## config.mk

```make
export PLATFORM = sky130hd
export DESIGN_NAME = mux8_arbiter
export DESIGN_NICKNAME = d
export VERILOG_FILES = /design/src/rtl/mux8_arbiter.sv
export SDC_FILE = /design/constraint.sdc
export NUM_CORES = 1
export LEC_CHECK = 0
export ABC_AREA = 1
export CAP_MARGIN = 25
export CORE_MARGIN = 2
export CORE_UTILIZATION = 55
export CTS_CLUSTER_DIAMETER = 200
export DETAILED_ROUTE_END_ITERATION = 16
export MAX_ROUTING_LAYER = met4
export PLACE_DENSITY = 0.88
export SLEW_MARGIN = 15
export SYNTH_ARGS = -nofsm -noshare
export SYNTH_HDL_FRONTEND = slang
export SYNTH_SLANG_ARGS = --single-unit
```

## constraint.sdc

```tcl
create_clock -name Clock -period 4.2 [get_ports Clock]
set_clock_uncertainty 0.15 [all_clocks]
set_input_delay 1.26 -clock Clock [delete_from_list [all_inputs] [get_ports Clock]]
set_output_delay 1.26 -clock Clock [all_outputs]
set_load 0.05 [all_outputs]
```

## src/rtl/mux8_arbiter.sv

```systemverilog
// Round-robin arbiter for 8 requesters feeding a shared 8:1 mux; grant, select and act are registered.
// Optional burst limiting with preemption is compiled in when ARB_BURST_LIMIT_EN is defined.
module mux8_arbiter #(
    parameter int MAXBURST = 4
) (
    input  logic       Clock,
    input  logic       Resetn,
    input  logic [7:0] r,
    output logic [7:0] g,
    output logic [2:0] S,
    output logic       act,
    output logic       dbg_state_o
);

    typedef enum logic {
        IDLE  = 1'b0,
        GRANT = 1'b1
    } state_e;

    state_e     state_q, state_d;
    logic [2:0] ptr_q, ptr_d;
    logic [2:0] k_q, k_d;
    logic [7:0] g_q, g_d;
    logic       act_q, act_d;
    logic [7:0] others;
    logic       handover;

    if (MAXBURST < 1 || MAXBURST > 255) begin : g_bad_maxburst
        $error("mux8_arbiter: MAXBURST must be within 1..255");
    end

    // First set bit of mask scanning base, base+1, ... modulo 8.
    function automatic logic [2:0] pick(input logic [2:0] base, input logic [7:0] mask);
        logic [2:0] idx;
        logic       found;
        pick  = base;
        found = 1'b0;
        for (int i = 0; i < 8; i++) begin
            idx = base + 3'(i);
            if (!found && mask[idx]) begin
                pick  = idx;
                found = 1'b1;
            end
        end
    endfunction

`ifdef ARB_BURST_LIMIT_EN
    localparam logic [7:0] MAXB = 8'(MAXBURST);
    logic [7:0] cnt_q, cnt_d;
    logic       preempt;
    assign preempt = r[k_q] && (cnt_q == MAXB) && (others != 8'h00);
`endif

    assign others = r & ~(8'(1) << k_q);

`ifdef ARB_BURST_LIMIT_EN
    assign handover = !r[k_q] || preempt;
`else
    assign handover = !r[k_q];
`endif

    always_comb begin
        state_d = state_q;
        ptr_d   = ptr_q;
        k_d     = k_q;
        g_d     = g_q;
        act_d   = act_q;
`ifdef ARB_BURST_LIMIT_EN
        cnt_d   = cnt_q;
`endif
        case (state_q)
            IDLE: begin
                if (r != 8'h00) begin
                    k_d     = pick(ptr_q, r);
                    g_d     = 8'(1) << k_d;
                    act_d   = 1'b1;
                    state_d = GRANT;
`ifdef ARB_BURST_LIMIT_EN
                    cnt_d   = 8'd1;
`endif
                end
            end
            GRANT: begin
                if (handover) begin
                    // The outgoing owner drops to lowest priority whether it released or was preempted.
                    ptr_d = k_q + 3'd1;
                    if (others != 8'h00) begin
                        k_d = pick(k_q + 3'd1, others);
                        g_d = 8'(1) << k_d;
`ifdef ARB_BURST_LIMIT_EN
                        cnt_d = 8'd1;
`endif
                    end else begin
                        g_d     = 8'h00;
                        act_d   = 1'b0;
                        state_d = IDLE;
                    end
                end else begin
`ifdef ARB_BURST_LIMIT_EN
                    if (cnt_q != MAXB) begin
                        cnt_d = cnt_q + 8'd1;
                    end
`endif
                end
            end
            default: begin
                state_d = IDLE;
            end
        endcase
    end

    always_ff @(posedge Clock or negedge Resetn) begin
        if (!Resetn) begin
            state_q <= IDLE;
            ptr_q   <= 3'd0;
            k_q     <= 3'd0;
            g_q     <= 8'h00;
            act_q   <= 1'b0;
        end else begin
            state_q <= state_d;
            ptr_q   <= ptr_d;
            k_q     <= k_d;
            g_q     <= g_d;
            act_q   <= act_d;
        end
    end

`ifdef ARB_BURST_LIMIT_EN
    always_ff @(posedge Clock or negedge Resetn) begin
        if (!Resetn) begin
            cnt_q <= 8'd0;
        end else begin
            cnt_q <= cnt_d;
        end
    end
`endif

    assign g           = g_q;
    assign S           = k_q;
    assign act         = act_q;
    assign dbg_state_o = state_q;

endmodule

```

==> run summary, run 1 <==
Run status -> complete, no violations
Post-Syn Area -> 2830 um2
DPL Wire Length -> 5960 um
Syn_area_per_cell -> 5.89 um2
Layout cells sized above 1 -> 12.6%
Max Clk Rate -> 266 MHz
Post-synth top area cell -> nand2_1
Core area -> 5040 um2
Overall routing resource usage -> 28.2%
Vias in the first global route -> 2,912
Synth top area cells -> nand2_1, nand3_1, dfrtp_1
Max incr delay on CP -> 0.59 ns
Fin crit period -> 3.76 ns
WL/cell -> 13.4 um
Setup tns final -> 0 ns
Worst-margin pin slew -> 0.732 ns
Clock slew at reported path FFs -> 0.06 ns
R2r startpoint -> S[1]
Yosys warnings -> 0
Hold worst-path end -> g[7]
First-pass GRT wire length -> 12,400 um
Final wirelength -> 7600 um
Commonest non-fill, non-tap cell in the layout -> nand2_1
Worst setup EP type -> flop
Arrival @ worst endpoint -> 3.79 ns
Worst R2R Setup Slack -> 0.69 ns
Clk_lat worst skew -> 0.25 ns
CP Class -> in -> reg
Vias -> 3,218
Post-CTS Setup Bufs -> 0
Final nets -> 521
Rel. slew slack -> 51.1%
I/O Buffers -> 22
Async set-reset flop share out of synthesis -> 100%
CP dominant cell by count -> nand2_1
H-tree Lvls -> 1
Critical Path Start Type -> input pin
Congestion Overflow GR -> 0
RSZ-0062 raised after global routing -> false
Initial antenna violation count -> 0
Non-filler cells, final -> 569
Final setup vio count -> 0
Die width -> 75.7 um
Antenna Nets Post-Route -> 0
CP required -> 4.23 ns
Final Util -> 61.7%
Worst hold path cell count -> 2
Distinct cells, synth -> 37
Worst r2r dst -> g[4]
Final worst path period share -> 89.5%
Dpl cells -> 566
Die Y -> 75.7 um
CP Cell Sequence -> clkdlybuf4s50_1, nand2_1, nand3_1, nand2_1, nand2_1, nand2_2, nand2_1, nand2_1, nand3_1, nand2_1, nand2_1, nand2_1, nand2_1, nand2_1, nand2_1, nand2_1, nand3_1, o21bai_1, nor2_1, nor2_1
Maximum root-to-sink buffer count -> 2
Die Area -> 5730 um2
Crit-path slowest cell -> clkdlybuf4s50_1
HP Class -> reg -> reg
Clock sink total -> 16
CTS tree -> built
Root Buffer -> clkbuf_8
Syn_nets -> 500
Max_cap viols -> 0
Diode count -> 0
Hold Crit Start -> g[7]
P&R area growth vs syn -> 10.1%
Min Hold Slack -> 0.342 ns
Synthesized instance count -> 480
Number of remaining DRC errors -> 0
R2R depth -> 21
CP max FO -> 7
Largest net degree at the start of global routing -> 24
Max Slew Vio Count -> 0
Row cnt -> 26
Initial Util -> 56.0%
Vias per Instance -> 5.66
Post-CTS sizing -> 0
IO Count -> 23
First-pass detailed-route iteration total -> 5
Hold buffers post-CTS -> 0
Gpl congestion -> 0.975
Register area share after synthesis -> 14.2%
Cts bufs inserted -> 3
Commonest non-fill, non-tap cells in the layout -> nand2_1, nand3_1, nor2_1
Seq cells post-synth -> 16
1st-iter DRT viols -> 212
Top FF cell, synth -> dfrtp_1
Yosys top cell area share -> 22.2%
Fin. Hold Viols -> 0
Number of synthesized flops with an enable pin -> 0
[how the worst max path moves through the flow]
stage                     from    to
after floorplan           S[0]  S[2]
after detailed placement  r[7]  g[2]
after global placement    r[7]  g[4]
after CTS                 r[7]  g[2]
final                     r[7]  g[2]
after global routing      r[7]  g[2]
[cells by family after synthesis]
| logic type | count (synthesis) | synth area share [%] |
|---|---|---|
| buffers and inverters | 56 | 9.43 |
| adders and majority gates | 10 | 4.43 |
| AOI/OAI and AO/OA | 34 | 7.97 |
| DFF | 16 | 14.2 |
| xor gates and xnor gates | 8 | 3.81 |
| and+or+nand+nor | 356 | 60.2 |
[final cells by class]
class / instances / area (um2)
Clock buffer: 3 / 41.3
Fill cell: 493 / 1930
Inverter: 47 / 179
Multi-Input combinational cell: 408 / 2160
Sequential cell: 16 / 400
Tap cell: 70 / 87.6
Timing Repair Buffer: 25 / 243
[worst max-delay path: cells and delay by family]
| kind | cells | cell delay [ns] |
|---|---|---|
| and+or+nand+nor | 18 | 1.71 |
| AOI/OAI and AO/OA | 1 | 0.25 |
| buffers and inverters | 1 | 0.59 |
[flip-flops by register name, indices dropped and copies added (netlist names)]
signal and count:
S 3, act 1, dbg_state_o 1, g 8
ptr_q 3
[cell usage after synthesis (3+ instances only)]
library cell,n
xor2_2,3
inv_2,9
nor2_1,48
buf_6,6
o22ai_1,3
nand2_2,16
nor2_2,4
ha_1,10
a21oi_1,5
nand2_1,167
o21bai_1,6
o21ai_0,11
dfrtp_1,16
nand3_1,90
nand4_1,9
inv_1,37
nand3_2,10
nor2_4,4
[per-stage QoR]
stage / instance area (um2) / setup WS (ns)
final: 3110 / 0.439
after global routing: 3110 / 0.130
after CTS: 3110 / 0.508
after detailed placement: 3070 / 0.246
after global placement: 3070 / 0.348
after floorplan: 2830 / 0.906
[routing by layer]
layer	GRT usage, %	wire (um)
met1	33.6	3140
met4	10.1	201
met5	-	0
met3	3.57	459
met2	48.7	3800
Power of run 1 is not shown: default switching activity piles up to over one toggle a cycle in this logic, so the estimate is an artifact.
==> inputs of run 2 (changes only) <==
Settings changed: CORE_UTILIZATION 55 to 65, PLACE_DENSITY 0.88 to 0.95, SLEW_MARGIN 15 to 20.
Clock period 4.2 ns to 4.35 ns, I/O delays scaled along.
==> run 2 against run 1 <==
Compared with the run above: count of clock-buffer cells in the layout up 1; sequential share of layout area is 0.078 points higher; die area decreased by 15%; critical endpoint is now g[1].
==> run summary, run 2 (synthesis results as in run 1) <==
Run status -> complete, no violations
Fin crit period -> 3.80 ns
Vias -> 3,300
Vias per Instance -> 6.01
HP Class -> reg -> reg
Vias in the first global route -> 3,003
Die Y -> 69.9 um
Largest net degree at the start of global routing -> 24
Final wirelength -> 7700 um
Post-CTS sizing -> 0
Final nets -> 520
DPL Wire Length -> 5870 um
P&R area growth vs syn -> 9.39%
1st-iter DRT viols -> 406
Critical Path Start Type -> flop
CP Class -> reg -> reg
Root Buffer -> clkbuf_8
Overall routing resource usage -> 32.5%
Cts bufs inserted -> 3
Row cnt -> 23
Clk_lat worst skew -> 0.26 ns
CP required -> 4.39 ns
Maximum root-to-sink buffer count -> 2
Die Area -> 4890 um2
Number of remaining DRC errors -> 0
Congestion Overflow GR -> 0
Final worst path period share -> 87.4%
CTS tree -> built
Antenna Nets Post-Route -> 0
Fin. Hold Viols -> 0
H-tree Lvls -> 1
IO Count -> 23
Clock sink total -> 16
Number of flip-flops in the largest register -> 8
Initial antenna violation count -> 0
Worst-margin pin slew -> 0.700 ns
Commonest non-fill, non-tap cells in the layout -> nand2_1, nand3_1, nor2_1
Final setup vio count -> 0
Max_cap viols -> 0
I/O Buffers -> 22
RSZ-0062 raised after global routing -> false
Core area -> 4090 um2
Final Util -> 75.6%
First-pass detailed-route iteration total -> 5
Setup tns final -> 0 ns
Clock slew at reported path FFs -> 0.07 ns
Max Slew Vio Count -> 0
Layout cells sized above 1 -> 12.6%
Diode count -> 0
Max Clk Rate -> 263 MHz
First-pass GRT wire length -> 13,200 um
CP max FO -> 13
Post-CTS Setup Bufs -> 0
Hold buffers post-CTS -> 0
Die width -> 69.9 um
Gpl congestion -> 0.946
Worst setup EP type -> flop
WL/cell -> 14.0 um
Initial Util -> 69.1%
Commonest non-fill, non-tap cell in the layout -> nand2_1
Arrival @ worst endpoint -> 3.84 ns
Min Hold Slack -> 0.346 ns
Rel. slew slack -> 53.2%
## run 2: final timing paths
path | end | start | slack, ns | cells past startpoint
max in group asynchronous | ptr_q[2] | Resetn | 2.29 | 1
worst min-delay path | g[7] | g[7] | 0.35 | 2
worst min register to register | g[7] | g[7] | 0.35 | 2
min in group asynchronous | g[6] | Resetn | 1.32 | 1
worst max register to register | g[1] | S[1] | 0.55 | 18
worst max-delay path | g[1] | S[1] | 0.55 | 18
## run 2: critical path: stages (launching register included)
cell and delay (ns):
dfrtp_1 0.55, inv_1 0.19, ha_1 0.71, inv_2 0.21, nand2_1 0.10, nand2_1 0.17, nand3_1 0.16, nand2_1 0.10
o21ai_4 0.32, nor2_8 0.11, nand3_2 0.12, nand2_1 0.08, nand3_1 0.07, nand2_1 0.06, nor2_2 0.17, nand3_1 0.13
nor2_1 0.15, nor2_1 0.07, nor2_1 0.09
## run 2: cell type report
cell class              count  area, um2
clock buffers               4       55.1
multi-input cells         408       2160
repair buffers             24        235
inverters                  47        179
fillers                   340        996
well taps                  50       62.6
flip-flops and latches     16        400
## run 2: per-stage QoR
step,setup WS [ns],cells,instance area (um2)
2_1_floorplan,1.06,480,2830
3_3_place_gp,0.407,545,3040
3_5_place_dp,0.391,545,3040
4_1_cts,0.642,549,3090
5_1_grt,0.253,549,3090
6_report,0.546,549,3090
## run 2: metal layers
| layer | GRT usage, % | vias up | share of wire [%] |
|---|---|---|---|
| met4 | 5.56 | 0 | 1.2 |
| met3 | 2.74 | 19 | 9.2 |
| met1 | 45.0 | 1452 | 44 |
| met2 | 53.0 | 223 | 45 |
| li1 | - | 1606 | - |
| met5 | - | - | 0 |
Power of run 2 is left out for the same reason.
==> inputs of run 3 (changes only) <==
Settings changed: ABC_AREA 1 to not set, CORE_UTILIZATION 65 to 64.
==> run 3 against run 2 <==
Compared with the run above: the flow now finishes with violations (negative setup slack); synthesized area down 3.5%; routed wire length up 32%; critical path depth shrank 8; count of clock-buffer cells in the layout stayed put; final area is 13% higher; critical path type unchanged; worst hold slack gained 0.0082 ns; global-route usage grew 7.5 points; cell count is 23% lower; flip-flop and latch count unchanged.
==> run summary, run 3 <==
Number of flip-flops in the largest register -> 8
Top FF cell, synth -> dfrtp_1
Antenna Nets Post-Route -> 0
Arrival @ worst endpoint -> 4.47 ns
Fin. Hold Viols -> 0
Die Area -> 4800 um2
Die Y -> 69.3 um
Final setup vio count -> 6
Max incr delay on CP -> 0.67 ns
Seq cells post-synth -> 16
Largest net degree at the start of global routing -> 23
Max Clk Rate -> 224 MHz
Yosys warnings -> 0
Final nets -> 395
IO Count -> 23
Core area -> 4060 um2
Crit path from -> S[1]
Final wirelength -> 10,100 um
Yosys top cell area share -> 19.0%
Final setup margin -> -0.115 ns
Failing checks -> negative setup slack
Congestion Overflow GR -> 0
Pre-CTS setup slack -> -0.269 ns
CP dominant cell by count -> ha_1
Most instantiated cells after synthesis -> nand2_1, mux4_2, nor2_1
Number of remaining DRC errors -> 0
Syn_area_per_cell -> 8.86 um2
Distinct cells, synth -> 60
Number of synthesized flops with an enable pin -> 0
Rel. slew slack -> 46.1%
WL met3 -> 1110 um
Run status -> finished, violations left
R2r startpoint -> S[1]
Sequential cell area -> 400 um2
First-pass GRT wire length -> 15,200 um
First-pass detailed-route iteration total -> 7
Crit-path slowest cell -> xnor2_1
CP required -> 4.36 ns
Max Slew Vio Count -> 0
WL/cell -> 23.9 um
Root Buffer -> clkbuf_8
CP Class -> reg -> reg
HP Class -> reg -> reg
Worst-margin pin slew -> 0.808 ns
Min Hold Slack -> 0.354 ns
Layout cells sized above 1 -> 33.7%
Post-Syn Area -> 2730 um2
Syn_nets -> 328
P&R area growth vs syn -> 28.6%
CP max FO -> 9
Met1 wire length -> 3610 um
CTS tree -> built
Diode count -> 0
Commonest non-fill, non-tap cell in the layout -> buf_4
Filler Cell Count -> 195
Commonest non-fill, non-tap cells in the layout -> buf_4, nand2_1, mux4_2
Final worst path period share -> 103%
Initial Util -> 67.2%
Row cnt -> 23
Maximum root-to-sink buffer count -> 2
Worst setup EP type -> flop
Most frequent cell after synthesis -> nand2_1
Die width -> 69.3 um
Post-synth top area cell -> mux4_2
Async set-reset flop share out of synthesis -> 100%
Vias -> 3,226
I/O Buffers -> 22
1st-iter DRT viols -> 410
CP Cell Sequence -> ha_1, ha_1, xnor2_1, mux4_2, or4b_4, a2111oi_1, a211o_1, buf_4, nand2b_1, o211ai_1
Worst R2R Setup Slack -> -0.11 ns
Synth top area cells -> mux4_2, dfrtp_1, mux2_2
Gpl congestion -> 1.01
H-tree Lvls -> 1
Vias in the first global route -> 2,984
Cts bufs inserted -> 3
Register area share after synthesis -> 14.7%
Synthesized instance count -> 308
Vias per Instance -> 7.61
Max_cap viols -> 0
Multi-input logic area -> 2260 um2
Clk_lat worst skew -> 0.25 ns
Overall routing resource usage -> 40.0%
WL met2 -> 4780 um
Clock slew at reported path FFs -> 0.07 ns
Highest Signal Layer -> met4
Hold Crit Start -> g[3]
Clock sink total -> 16
Initial antenna violation count -> 0
DPL Wire Length -> 6310 um
Critical Path Start Type -> flop
Fin crit period -> 4.46 ns
run 3: cells by family after synthesis:
kind of cell / Yosys count / share of synthesized area (%)
XOR/XNOR: 11 / 3.53
AND/OR/NAND/NOR: 106 / 20.3
buffers and inverters: 31 / 4.68
adder cells (fa/ha/maj): 10 / 4.59
flip-flops: 16 / 14.7
multiplexers: 54 / 32.1
AO/OA/AOI/OAI: 80 / 20.1
run 3: worst paths after layout:
kind,cells after the start,endpoint
min in group asynchronous,1,S[1]
max,10,g[1]
max in group asynchronous,1,act
min reg2reg,2,g[3]
min,2,g[3]
max reg2reg,10,g[1]
run 3: what timing repair did:
action,CTS,global route
pin swaps,3,8
endpoints found under the setup margin,6,9
hold buffers,0,0
gates resized for setup,7,24
buffers inserted,3,5
run 3: cell type report:
type                       instances  share of cell area, %
timing repair buffer              82                   19.6
sequential                        16                   11.4
inverter                          11                   1.18
tap                               50                   1.78
multi-input combinational        261                   64.4
clock buffer                       4                   1.57
run 3: layer usage:
layer  track usage (%)  vias up
met5                 -        -
met1              50.0     1507
li1                  -     1331
met3              4.51       77
met2              66.0      311
met4              17.4        0
run 3: stage by stage:
step,std cells,area [um2],util [%],setup TNS (ns)
2_1_floorplan,308,2730,-,0
3_3_place_gp,412,3310,81.7,-0.799
3_5_place_dp,412,3310,81.7,-1.96
4_1_cts,419,3390,83.6,0
5_1_grt,424,3510,86.4,-1.50
6_report,424,3510,86.4,-0.589
run 3: worst max-delay path: cells and delay by family (launching register included):
kind / cells / cell delay [ns]
AND/OR/NAND/NOR: 2 / 0.63
AO/OA/AOI/OAI: 3 / 1.03
adder cells (fa/ha/maj): 2 / 0.76
buffers and inverters: 1 / 0.14
XOR/XNOR: 1 / 0.67
flip-flops: 1 / 0.55
multiplexers: 1 / 0.43
Power of run 3 is left out for the same reason.
==> variant 1: new RTL, config.mk and constraints of run 2 <==
Add a define of `ARB_BURST_LIMIT_EN`.
--- a/src/rtl/mux8_arbiter.sv
+++ b/src/rtl/mux8_arbiter.sv
@@ -1,5 +1,7 @@
 // Round-robin arbiter for 8 requesters feeding a shared 8:1 mux; grant, select and act are registered.
 // Optional burst limiting with preemption is compiled in when ARB_BURST_LIMIT_EN is defined.
+`define ARB_BURST_LIMIT_EN
+
 module mux8_arbiter #(
     parameter int MAXBURST = 4
 ) (
Formal check against the unedited RTL: not equivalent (Yosys sat finds a counterexample within 10 cycles, from zero or initial values and one cycle with Resetn low).
==> variant 1 against run 2 <==
Maximum frequency is essentially flat; area after synthesis grew 10%; final cell count grew 8.0%; setup slack lost 1.7 ps; cell area grew 10%; routed wire length grew 8.5%; sequential cell count grew 8; count of clock-buffer cells in the layout shrank 1; sequential share of layout area grew 4.7 points; worst hold slack lost 0.76 ps; non-clock buffer count grew 1; critical path type is now in2reg; highest routed layer unchanged.
Power is left out: the tool's default activity adds up to more than one toggle a clock period on the data nets, which glitch-free logic cannot reach.
==> variant 1: results (changes against run 2) <==
[drt]
vias = 3546  ; was 3300
dr.pass1.iters = 6  ; was 5
wl_per_cell_um = 14.1  ; was 14.0 um
drt-initial-drc-count = 362  ; was 406

[global_route]
grt_max_degree = 22  ; was 24
grt_antenna_before_repair = 0  ; unchanged
grt_usage = 0.334  ; was 0.325
grt_pass1_wl_mm = 13.8  ; was 13.2 mm
grt_pass1_vias = 3219  ; was 3003

[worst_setup_path]
worstPathArrival_ps = 3860  ; was 3840 ps
r2r-start = ptr_q[0]$_DFFE_PN0P_  ; was S[1]$_DFFE_PN0P_
cp_top_family = simple AND/OR/NAND/NOR gates  ; unchanged
rrSetupSlack_ps = 820  ; was 550 ps
startpoint = r[3]  ; was S[1]$_DFFE_PN0P_
rr_worst_depth = 19  ; was 18
cp_max_fo = 7  ; was 13
worstSetupStartpointType = input port  ; was flop
crit_slowest_cell = clkdlybuf4s50_1  ; was ha_1
cpPeakStageDelay_ps = 540  ; was 710 ps
end_kind = flop  ; unchanged
r2r_end = g[5]$_DFFE_PN0P_  ; was g[1]$_DFFE_PN0P_

[placed_design]
gp_congestion = 0.959  ; was 0.946
port_buffers = 22  ; unchanged
place_hpwl_mm = 6.40  ; was 5.87 mm
postPlaceCellArea_um2 = 3340  ; was 3040 um2

[clock_network]
root_buffer = clkbuf_8  ; unchanged
cts_buffers = 3  ; unchanged
clk_latency_ps = 270
cts_resized = 0  ; unchanged
post_cts.repair.setup_buffers = 0  ; unchanged
clk_pin_slew_ps = 90  ; was 70 ps
h-tree-depth = 1  ; unchanged
clockBufferDepth = 2  ; unchanged

[yosys]
synth-warning-count = 0  ; unchanged
syn-num-nets = 545  ; was 500
synthAdderAreaFrac = 0.0482  ; was 0.0443
ys_seq_area_frac = 0.193  ; was 0.142
async_reset_ff_frac = 1.00  ; unchanged
synthMuxAreaShare = 0  ; unchanged
synth_xor_area_frac = 0.0273  ; was 0.0381
synth_compound_area_frac = 0.119  ; was 0.0797
ys_top_cells_by_area = dfrtp_1, nand2_1, nand3_1  ; was nand2_1, nand3_1, dfrtp_1
synth_flop_cell = dfrtp_1  ; unchanged
synthDistinctLibCells = 44  ; was 37
synth_top_area_frac = 0.193  ; was 0.222
synthTopCellsByCount = nand2_1, nand3_1, inv_1  ; was nand2_1, nand3_1, nor2_1

[worst_hold_path]
hp-class = reg2reg  ; unchanged
hold_start = act$_DFFE_PN0P_  ; was g[7]$_DFFE_PN0P_

[cells_and_area]
fin_nets = 562  ; was 520
fillCellCount = 406  ; was 340
multi_input_area_um2 = 2190  ; was 2160 um2
antenna_cells = 0  ; unchanged
drive_above_1_share = 0.0983  ; was 0.126

[floorplan]
coreArea_um2 = 4660  ; was 4090 um2

[outcome]
status = complete, no violations  ; unchanged

[timing]
tightestPinTransition_ps = 507  ; was 700 ps

[variant 1: cell families (layout without fill, tap and decap cells)]
| logic type | count (synthesis) | after routing |
|---|---|---|
| and+or+nand+nor | 342 | 342 |
| buffers and inverters | 74 | 90 |
| AOI/OAI and AO/OA | 63 | 63 |
| DFF | 24 | 24 |
| adders and majority gates | 12 | 12 |
| xor gates and xnor gates | 8 | 8 |
[variant 1: final cells by class]
| type | instances | area share |
|---|---|---|
| sequential | 24 | 0.176 |
| clock inverter | 1 | 0.00881 |
| timing repair buffer | 25 | 0.0734 |
| clock buffer | 3 | 0.0121 |
| tap | 54 | 0.0198 |
| multi-input combinational | 425 | 0.642 |
| inverter | 61 | 0.0679 |
[variant 1: through the flow]
step / hold WS, ps / worst slack, ps / instances
5_1_grt: 349 / 324 / 593
3_5_place_dp: 322 / 370 / 589
3_3_place_gp: 312 / 425 / 588
4_1_cts: 343 / 598 / 593
2_1_floorplan: 327 / 1040 / 523
6_report: 345 / 544 / 593
[variant 1: worst min path at each step]
stage               slack, ps                   end  cells after the start
finish                    340       act$_DFFE_PN0P_                      1
global route              350       act$_DFFE_PN0P_                      1
CTS                       340       act$_DFFE_PN0P_                      1
detailed placement        320       act$_DFFE_PN0P_                      1
global placement          310       act$_DFFE_PN0P_                      1
floorplan                 330  cnt_q[5]$_DFFE_PN0P_                      1
[variant 1: metal layers]
metal  global-route usage  wire [um]  vias up
li1                     -          -     1728
met4                0.128        277        0
met3               0.0414        640       36
met2                0.565       3940      203
met5                    -          0        -
met1                0.403       3500     1579
==> variant 2: new RTL, flow settings as in run 2 <==
Without the edit above. Take the reset off `g_q` and load it in a clocked block of its own.
--- a/src/rtl/mux8_arbiter.sv
+++ b/src/rtl/mux8_arbiter.sv
@@ -114,15 +114,17 @@
             state_q <= IDLE;
             ptr_q   <= 3'd0;
             k_q     <= 3'd0;
-            g_q     <= 8'h00;
             act_q   <= 1'b0;
         end else begin
             state_q <= state_d;
             ptr_q   <= ptr_d;
             k_q     <= k_d;
-            g_q     <= g_d;
             act_q   <= act_d;
         end
+    end
+
+    always_ff @(posedge Clock) begin
+        g_q <= g_d;
     end
 
 `ifdef ARB_BURST_LIMIT_EN
Check against the original RTL: not equivalent (Yosys sat finds a counterexample within 4 cycles, from zero or initial values and one cycle with Resetn low).
==> variant 2 against run 2 <==
Routed wire length down 11%; area after synthesis down 9.3%; global-route usage up 1.6 points; sequential cell count unchanged; worst hold slack better by 55 ps; cell area down 8.4%; maximum frequency down 1.1%; largest cell class unchanged; non-clock buffer count unchanged; setup slack worse by 42 ps; sequential share of layout area up 2.6 points.
Power is not shown: default switching activity piles up to over one toggle a cycle in this logic, so the estimate is an artifact.
==> variant 2: results (changes against run 2) <==
[yosys]
ys_seq_area_frac = 0.172  ; was 0.142
async_reset_ff_frac = 0.500  ; was 1.00
synth_edf_count = 8  ; was 0
synthTopCellsByCount = nand2_1, nand3_1, inv_1  ; was nand2_1, nand3_1, nor2_1
syn-num-nets = 434  ; was 500
synthDistinctLibCells = 42  ; was 37
netlist_instances = 414  ; was 480
synth-warning-count = 0  ; unchanged
synth_flop_cell = edfxtp_1  ; was dfrtp_1
ys_top_cells_by_area = nand2_1, nand3_1, edfxtp_1  ; was nand2_1, nand3_1, dfrtp_1

[placed_design]
place_hpwl_mm = 5.37  ; was 5.87 mm
port_buffers = 22  ; unchanged
gp_congestion = 0.980  ; was 0.946
dp_slack_ps = 290  ; was 391 ps

[timing]
slew_headroom = 0.519  ; was 0.532
whs_ps = 401  ; was 346 ps

[worst_setup_path]
rrSetupSlack_ps = 870  ; was 550 ps
cp_max_fo = 8  ; was 13
r2r_end = g[7]$_DFFE_PP_  ; was g[1]$_DFFE_PN0P_
worstPathArrival_ps = 3700  ; was 3840 ps
r2r-start = S[0]$_DFFE_PN0P_  ; was S[1]$_DFFE_PN0P_
rr_worst_depth = 19  ; was 18

[clock_network]
root_buffer = clkbuf_8  ; unchanged
post_cts.repair.setup_buffers = 0  ; unchanged
cts_resized = 0  ; unchanged
h-tree-depth = 1  ; unchanged
clk_latency_ps = 250
clockBufferDepth = 2  ; unchanged
cts_buffers = 3  ; unchanged
clk_pin_slew_ps = 60

[worst_hold_path]
hp-class = reg2reg  ; unchanged
hold_depth = 2  ; unchanged
hold_start = act$_DFFE_PN0P_  ; was g[7]$_DFFE_PN0P_
whs_endpoint = act$_DFFE_PN0P_  ; was g[7]$_DFFE_PN0P_

[global_route]
grt_pass1_wl_mm = 11.6  ; was 13.2 mm
grt_antenna_before_repair = 0  ; unchanged
met3_usage = 0.0253  ; was 0.0274
grt_max_degree = 24  ; unchanged
grt_util_met1 = 0.418  ; was 0.450
grt_pass1_vias = 2645  ; was 3003
met2_usage = 0.596  ; was 0.530
grt_usage = 0.341  ; was 0.325

[cells_and_area]
fin_nets = 455  ; was 520
antenna_cells = 0  ; unchanged
largest_reg_flops = 8  ; unchanged
final_cells = 482  ; was 549
drive_above_1_share = 0.127  ; was 0.126

[drt]
dr.pass1.iters = 5  ; unchanged
wl_per_cell_um = 14.2  ; was 14.0 um
highest_layer = met4  ; unchanged
wl_met2_mm = 3.38  ; was 3.48 mm
vias_per_cell = 6.03  ; was 6.01
met3_length_um = 474  ; was 710 um
wl_met1_mm = 2.82  ; was 3.42 mm
drt-initial-drc-count = 279  ; was 406

[outcome]
status = complete, no violations  ; unchanged

[variant 2: metrics by stage]
| stage | cell area, um2 | utilization |
|---|---|---|
| 6_report | 2830 | 0.762 |
| 5_1_grt | 2830 | 0.762 |
| 4_1_cts | 2830 | 0.762 |
| 3_5_place_dp | 2790 | 0.750 |
| 3_3_place_gp | 2790 | 0.750 |
| 2_1_floorplan | 2560 | - |
[variant 2: cells by family (layout without fill, tap and decap cells)]
group | after synthesis | in the layout | synth area share
XOR/XNOR | 9 | 9 | 0.0498
adder cells (fa/ha/maj) | 10 | 10 | 0.0489
buffers and inverters | 53 | 73 | 0.0953
AO/OA/AOI/OAI | 40 | 40 | 0.0953
AND/OR/NAND/NOR | 286 | 286 | 0.539
flip-flops | 16 | 16 | 0.172
[variant 2: area by class of cell]
class | instances | area, um2
multi-input combinational | 345 | 1880
inverter | 45 | 174
sequential | 16 | 440
timing repair buffer | 24 | 235
clock buffer | 4 | 45.0
tap | 48 | 60.1
fill | 315 | 885
[variant 2: how the worst max path moves through the flow]
stage,end,slack (ps),start
final,g[7]$_DFFE_PP_,500,r[6]
after global routing,g[7]$_DFFE_PP_,210,r[6]
after CTS,g[7]$_DFFE_PP_,540,r[6]
after detailed placement,g[7]$_DFFE_PP_,290,r[6]
after global placement,g[7]$_DFFE_PP_,340,r[1]
after floorplan,g[6]$_DFFE_PP_,1020,S[0]$_DFFE_PN0P_
[variant 2: critical path: stages]
cell	delay, ps
clkdlybuf4s50_1	570
nand2_1	170
nand3_1	90
nand2_1	90
nand2_1	80
nand2_2	150
nand3_1	110
nor2_2	180
nand2_1	150
nand3_1	120
nand2_1	50
nand2_1	50
nand2_1	50
nand2_1	50
nand2_1	70
nand2_1	180
inv_2	90
nand3_1	100
nand2_1	60
